**config.mk**
```make
export PLATFORM = sky130hd
export DESIGN_NAME = io_dev_ctrl_flat
export DESIGN_NICKNAME = d
export VERILOG_FILES = /design/src/rtl/io_dev_ctrl_if.sv /design/src/rtl/io_dev_ctrl.sv /design/src/flat_wrapper.sv
export SDC_FILE = /design/constraint.sdc
export NUM_CORES = 1
export LEC_CHECK = 0
export BUFFER_PORTS_ARGS = -buffer_cell sky130_fd_sc_hd__buf_2
export CORE_ASPECT_RATIO = 1.5
export CORE_MARGIN = 4
export CORE_UTILIZATION = 55
export DETAILED_ROUTE_END_ITERATION = 7
export PLACE_DENSITY = 0.85
export SYNTH_ARGS = -nofsm -noshare
export SYNTH_HDL_FRONTEND = slang
export SYNTH_SLANG_ARGS = --single-unit
```
**constraint.sdc**
```tcl
create_clock -name clk -period 11.2 [get_ports clk]
set_input_delay 1.68 -clock clk [delete_from_list [all_inputs] [get_ports clk]]
set_output_delay 1.68 -clock clk [all_outputs]
set_load 0.02 [all_outputs]
```
**src/rtl/io_dev_ctrl_if.sv**
```systemverilog
// Processor-side bus for the memory-mapped I/O page: address, write data/strobe,
// page select and combinational read data.
interface io_dev_ctrl_if #(
  parameter int DBITS = 16
);
  logic [DBITS-1:0] addr;
  logic [DBITS-1:0] din;
  logic             we;
  logic             sel;
  logic [DBITS-1:0] dout;

  modport master (output addr, output din, output we, input sel, input dout);
  modport slave  (input addr, input din, input we, output sel, output dout);
endinterface

```
**src/rtl/io_dev_ctrl.sv**
```systemverilog
// Memory-mapped KEY/SW/LED/HEX controller: synchronised + debounced inputs, sticky key events.
// Optional 16-bit millisecond timer at offset 0x30 when IO_TIMER_EN is defined.
module io_dev_ctrl #(
  parameter int         DBITS        = 16,
  parameter logic [7:0] IO_PAGE      = 8'hF0,
  parameter int         DEB_CYCLES   = 500000,
  parameter int         TICKS_PER_MS = 50000
) (
  input  logic         clk,
  input  logic         rst,
  io_dev_ctrl_if.slave bus,
  input  logic [3:0]   key,
  input  logic [9:0]   sw,
  output logic [9:0]   ledr,
  output logic [7:0]   ledg,
  output logic [6:0]   hex0,
  output logic [6:0]   hex1,
  output logic [6:0]   hex2,
  output logic [6:0]   hex3
);
  localparam int             NIN      = 14;
  localparam int             CW       = (DEB_CYCLES > 2) ? $clog2(DEB_CYCLES) : 1;
  localparam logic [NIN-1:0] IN_RST   = {10'b0, 4'hF};
  localparam logic [CW-1:0]  CNT_LAST = CW'(DEB_CYCLES - 1);

  logic [NIN-1:0] raw;
  logic [NIN-1:0] synced;
  logic [NIN-1:0] db;
  logic [NIN-1:0] accept;

  assign raw = {sw, key};

  genvar gi;
  generate
    for (gi = 0; gi < NIN; gi++) begin : g_in
      logic          s1_reg;
      logic          s2_reg;
      logic          stable_reg;
      logic [CW-1:0] cnt_reg;

      always_ff @(posedge clk or posedge rst) begin
        if (rst) begin
          s1_reg     <= IN_RST[gi];
          s2_reg     <= IN_RST[gi];
          stable_reg <= IN_RST[gi];
          cnt_reg    <= '0;
        end else begin
          s1_reg <= raw[gi];
          s2_reg <= s1_reg;
          if (s2_reg == stable_reg) begin
            cnt_reg <= '0;
          end else if (cnt_reg == CNT_LAST) begin
            stable_reg <= s2_reg;
            cnt_reg    <= '0;
          end else begin
            cnt_reg <= cnt_reg + 1'b1;
          end
        end
      end

      assign synced[gi] = s2_reg;
      assign db[gi]     = stable_reg;
      assign accept[gi] = (s2_reg != stable_reg) && (cnt_reg == CNT_LAST);
    end
  endgenerate

  // A press is a debounced key about to be accepted at level 0 (keys are active-low).
  logic [3:0] press;
  assign press = accept[3:0] & ~synced[3:0];

  logic [7:0] offset;
  logic       wr;
  assign bus.sel = (bus.addr[15:8] == IO_PAGE);
  assign offset  = bus.addr[7:0] & 8'hFE;
  assign wr      = bus.we && bus.sel;

  logic [9:0]  ledr_reg;
  logic [7:0]  ledg_reg;
  logic [15:0] hexdata_reg;
  logic [3:0]  ev_reg;
  logic [3:0]  ovr_reg;
  logic [3:0]  clr_ev;
  logic [3:0]  clr_ovr;

  assign clr_ev  = (wr && offset == 8'h20) ? bus.din[3:0] : 4'h0;
  assign clr_ovr = (wr && offset == 8'h20) ? bus.din[7:4] : 4'h0;

  always_ff @(posedge clk or posedge rst) begin
    if (rst) begin
      ledr_reg    <= '0;
      ledg_reg    <= '0;
      hexdata_reg <= '0;
      ev_reg      <= '0;
      ovr_reg     <= '0;
    end else begin
      if (wr && offset == 8'h08) ledr_reg    <= bus.din[9:0];
      if (wr && offset == 8'h0C) ledg_reg    <= bus.din[7:0];
      if (wr && offset == 8'h10) hexdata_reg <= bus.din[15:0];
      // New events override a same-cycle W1C clear.
      ev_reg  <= (ev_reg & ~clr_ev) | press;
      ovr_reg <= (ovr_reg & ~clr_ovr) | (press & ev_reg);
    end
  end

  logic [15:0] timer_rd;
`ifdef IO_TIMER_EN
  localparam int            PW       = (TICKS_PER_MS > 2) ? $clog2(TICKS_PER_MS) : 1;
  localparam logic [PW-1:0] PRE_LAST = PW'(TICKS_PER_MS - 1);
  logic [PW-1:0] presc_reg;
  logic [15:0]   timer_reg;

  always_ff @(posedge clk or posedge rst) begin
    if (rst) begin
      presc_reg <= '0;
      timer_reg <= '0;
    end else if (wr && offset == 8'h30) begin
      presc_reg <= '0;
      timer_reg <= bus.din[15:0];
    end else if (presc_reg == PRE_LAST) begin
      presc_reg <= '0;
      timer_reg <= timer_reg + 16'd1;
    end else begin
      presc_reg <= presc_reg + 1'b1;
    end
  end
  assign timer_rd = timer_reg;
`else
  assign timer_rd = 16'hDEAD;
`endif

  logic [DBITS-1:0] rd_next;
  always_comb begin
    rd_next = DBITS'(16'hDEAD);
    case (offset)
      8'h00:   rd_next = DBITS'({12'b0, db[3:0]});
      8'h04:   rd_next = DBITS'({6'b0, db[13:4]});
      8'h08:   rd_next = DBITS'({6'b0, ledr_reg});
      8'h0C:   rd_next = DBITS'({8'b0, ledg_reg});
      8'h10:   rd_next = DBITS'(hexdata_reg);
      8'h20:   rd_next = DBITS'({8'b0, ovr_reg, ev_reg});
      8'h30:   rd_next = DBITS'(timer_rd);
      default: rd_next = DBITS'(16'hDEAD);
    endcase
  end
  assign bus.dout = rd_next;

  function automatic logic [6:0] seg7(input logic [3:0] d);
    logic [6:0] s;
    case (d)
      4'h0: s = 7'h40;  4'h1: s = 7'h79;  4'h2: s = 7'h24;  4'h3: s = 7'h30;
      4'h4: s = 7'h19;  4'h5: s = 7'h12;  4'h6: s = 7'h02;  4'h7: s = 7'h78;
      4'h8: s = 7'h00;  4'h9: s = 7'h10;  4'hA: s = 7'h08;  4'hB: s = 7'h03;
      4'hC: s = 7'h46;  4'hD: s = 7'h21;  4'hE: s = 7'h06;  default: s = 7'h0E;
    endcase
    return s;
  endfunction

  logic [6:0] hex_arr [4];
  generate
    for (gi = 0; gi < 4; gi++) begin : g_hex
      assign hex_arr[gi] = seg7(hexdata_reg[4*gi +: 4]);
    end
  endgenerate

  assign hex0 = hex_arr[0];
  assign hex1 = hex_arr[1];
  assign hex2 = hex_arr[2];
  assign hex3 = hex_arr[3];
  assign ledr = ledr_reg;
  assign ledg = ledg_reg;
endmodule

```
**src/flat_wrapper.sv**
```systemverilog
// flat-port wrapper written by rule: the top's interface ports become plain ports
module io_dev_ctrl_flat 
#(
  parameter int         DBITS        = 16,
  parameter logic [7:0] IO_PAGE      = 8'hF0,
  parameter int         DEB_CYCLES   = 500000,
  parameter int         TICKS_PER_MS = 50000
)
  (clk, rst, key, sw, ledr, ledg, hex0, hex1, hex2, hex3, bus_addr, bus_din, bus_we, bus_sel, bus_dout);
  io_dev_ctrl_if #(.DBITS(DBITS)) bus_i ();
  input  logic clk;
  input  logic rst;
  input  logic [3:0] key;
  input  logic [9:0] sw;
  output logic [9:0] ledr;
  output logic [7:0] ledg;
  output logic [6:0] hex0;
  output logic [6:0] hex1;
  output logic [6:0] hex2;
  output logic [6:0] hex3;
  input wire logic [$bits(bus_i.addr)-1:0] bus_addr;
  input wire logic [$bits(bus_i.din)-1:0] bus_din;
  input wire logic [$bits(bus_i.we)-1:0] bus_we;
  output wire logic [$bits(bus_i.sel)-1:0] bus_sel;
  output wire logic [$bits(bus_i.dout)-1:0] bus_dout;
  assign bus_i.addr = bus_addr;
  assign bus_i.din = bus_din;
  assign bus_i.we = bus_we;
  assign bus_sel = bus_i.sel;
  assign bus_dout = bus_i.dout;
  io_dev_ctrl #(.DBITS(DBITS), .IO_PAGE(IO_PAGE), .DEB_CYCLES(DEB_CYCLES), .TICKS_PER_MS(TICKS_PER_MS)) u_core (.clk(clk), .rst(rst), .bus(bus_i), .key(key), .sw(sw), .ledr(ledr), .ledg(ledg), .hex0(hex0), .hex1(hex1), .hex2(hex2), .hex3(hex3));
endmodule
```
==> impl_metrics.json <==
{
  "clockRootBuffer": "clkbuf_16",
  "yosys_most_used_dff": "dfrtp_1",
  "die_x_um": 155,
  "tightest_slew_ps": 1380,
  "slew_viol_final": 0,
  "rows": 80,
  "p_per_area_nw_per_um2": 132,
  "post_dp_cell_area_um2": 18700,
  "multi_input_area_um2": 8590,
  "overflow": 0,
  "wirelength_um": 39600,
  "seq_area_frac_synth": 0.492,
  "start_util": 0.559,
  "period_needed_ps": 5670,
  "final_area_um2": 19900,
  "p_leak_nw": 8.24,
  "synth_compound_area_frac": 0.0845,
  "cts_resized": 0,
  "clk_latency_ps": 530,
  "avgSynthCellArea_um2": 10.1,
  "seqCellArea_um2": 8770,
  "antenna_found_initial": 1,
  "yosys-top-cells-count": "dfrtp_1 (338), nor2_1 (243), xnor2_1 (113), nand2_1 (104), nand3_1 (96)",
  "irDropWorstVdd_uv": 125,
  "avgRoutedWirePerCell_um": 17.2,
  "async_flop_share": 1.00,
  "first_pass_iters": 5,
  "yosys.area_share.simple": 0.235,
  "htree_num_levels": 2,
  "synthesis.area_um2": 17800,
  "grt_pass1_vias": 14000,
  "worstPathRequired_ps": 9520,
  "yosysWarnings": 0,
  "max_freq_mhz": 177,
  "synth_area_leaders": "dfrtp_1 (47%), xnor2_1 (5.5%), nor2_1 (5.1%)",
  "clockPowerShare": 0.468,
  "netlist.area_leader.share": 0.474,
  "cts.path.max_buffers": 3,
  "track_usage": 0.222,
  "port_buffers": 110,
  "outcome": "finished clean",
  "core_area_um2": 31900,
  "area_growth_pct": 11.6,
  "num_vias": 13900,
  "clk_pin_slew_ps": 60,
  "post-route-period-util": 0.506,
  "synth.ff_latch_count": 350,
  "syn_nets": 1857,
  "critical_path_class": "input port to primary output",
  "min_path_type": "flop to flop",
  "fin_tns_setup_ps": 0,
  "finClkSkew_ps": 11.6,
  "ant_nets": 0,
  "synthCells": 1770,
  "gp_congestion": 0.899,
  "maxCapViolations": 0,
  "top_level_ports": 112,
  "grt_max_degree": 204,
  "ys_types": 66,
  "p_seq_frac": 0.496,
  "die_y_um": 229,
  "synth_top_area_cell": "dfrtp_1",
  "grt_setup_unrepaired": "false",
  "viasPerCell": 6.00,
  "dp.cells": 2243,
  "post-synth-top-count-cell": "dfrtp_1",
  "layout.cells.non_filler": 2308,
  "final-setup-viol-count": 0,
  "worstPathArrival_ps": 3990,
  "muxShareOfSynthArea": 0.0469,
  "synth-edff-count": 0,
  "hold_buffers": 0,
  "clock-sinks": 350,
  "drive_above_1_share": 0.152,
  "start_kind": "input port",
  "hold_viol_final": 0,
  "numCtsBuffers": 36,
  "switching_share": 0.219,
  "cp-end-kind": "primary output",
  "cts_setup_buffers": 0,
  "synth-xor-area-share": 0.0883,
  "die_area_um2": 35500,
  "drt_iter0_drc": 891,
  "p_switching_mw": 0.574,
  "synth_adder_area_share": 0.0266,
  "p_comb_frac": 0.036,
  "drc": 0,
  "final_net_count": 1958,
  "slew_headroom": 0.0810,
  "largest_reg_flops": 266,
  "cts_tree": "done",
  "p_int_mw": 2.05,
  "grt_pass1_wl_um": 66100,
  "synth_top_family_by_area": "simple AND/OR/NAND/NOR gates",
  "path_max_fanout": 16,
  "num-fill-cells": 2466,
  "hpwl_um": 27500
}
## per-layer routing
metal | vias to the layer above | track usage | part of all wire
met5 | - | 0 | 0
met4 | 0 | 0.0936 | 0.041
met3 | 103 | 0.0394 | 0.060
met2 | 405 | 0.386 | 0.51
met1 | 6813 | 0.269 | 0.39
li1 | 6529 | - | -
## cell families after synthesis
logic type	after synthesis
compound gates	226
xor+xnor	180
fa+ha+maj	38
buf+inv	110
flops	350
mux	72
simple gates	794
## worst max-delay path, stage by stage
cell	delay, ps
buf_2	370
nor4b_2	1040
a22oi_1	250
a2bb2oi_1	180
o21ai_0	210
buf_2	260
## cell usage in the layout, fill, tap and decap left out, types with 54 or more instances in the layout
cell,netlist,layout
buf_2,10,110
nand4_1,64,64
xnor2_1,113,113
a21oi_1,71,71
nor2_1,243,243
dfrtp_1,338,338
xor2_1,67,67
o21ai_0,54,54
inv_1,57,56
nand3_1,96,96
nand2_1,104,104
## area by class of cell
class                   count  area share
flip-flops and latches    350       0.441
clock buffers              49      0.0498
repair buffers            116      0.0305
well taps                 410      0.0258
clock inverters            15      0.0107
diodes                      1    0.000126
inverters                  57      0.0109
multi-input cells        1310       0.432
## path summary, 6_finish.rpt
path	to	from	slack, ps	cells past startpoint
setup reg to reg	u_core.g_in[1].cnt_reg[2]	u_core.g_in[1].cnt_reg[0]	8700	5
min in group asynchronous	u_core.g_in[2].cnt_reg[2]	rst	1410	3
hold reg to reg	u_core.g_in[11].s2_reg	u_core.g_in[11].s1_reg	350	0
hold / removal	u_core.g_in[11].s2_reg	u_core.g_in[11].s1_reg	350	0
max in group asynchronous	u_core.g_in[12].cnt_reg[7]	rst	8160	4
setup / recovery	bus_dout[1]	bus_addr[2]	5530	6
## metrics by stage
step	utilization	hold WS, ps	total power, mW	setup WS [ps]
2_1_floorplan	-	331	1.38	4840
3_3_place_gp	0.586	335	1.41	5690
3_5_place_dp	0.586	335	1.42	5600
4_1_cts	0.623	348	2.65	5610
5_1_grt	0.624	348	2.71	5480
6_report	0.624	347	2.62	5530
## power by group through the flow
stage	sequential [mW]	combinational, mW	clock (mW)
after floorplan	1.32	0.0648	0
after global placement	1.32	0.0907	0
after detailed placement	1.32	0.0949	0
after CTS	1.30	0.0956	1.25
after global routing	1.30	0.107	1.30
final	1.30	0.0933	1.23
(Power assumes the default switching activity.)
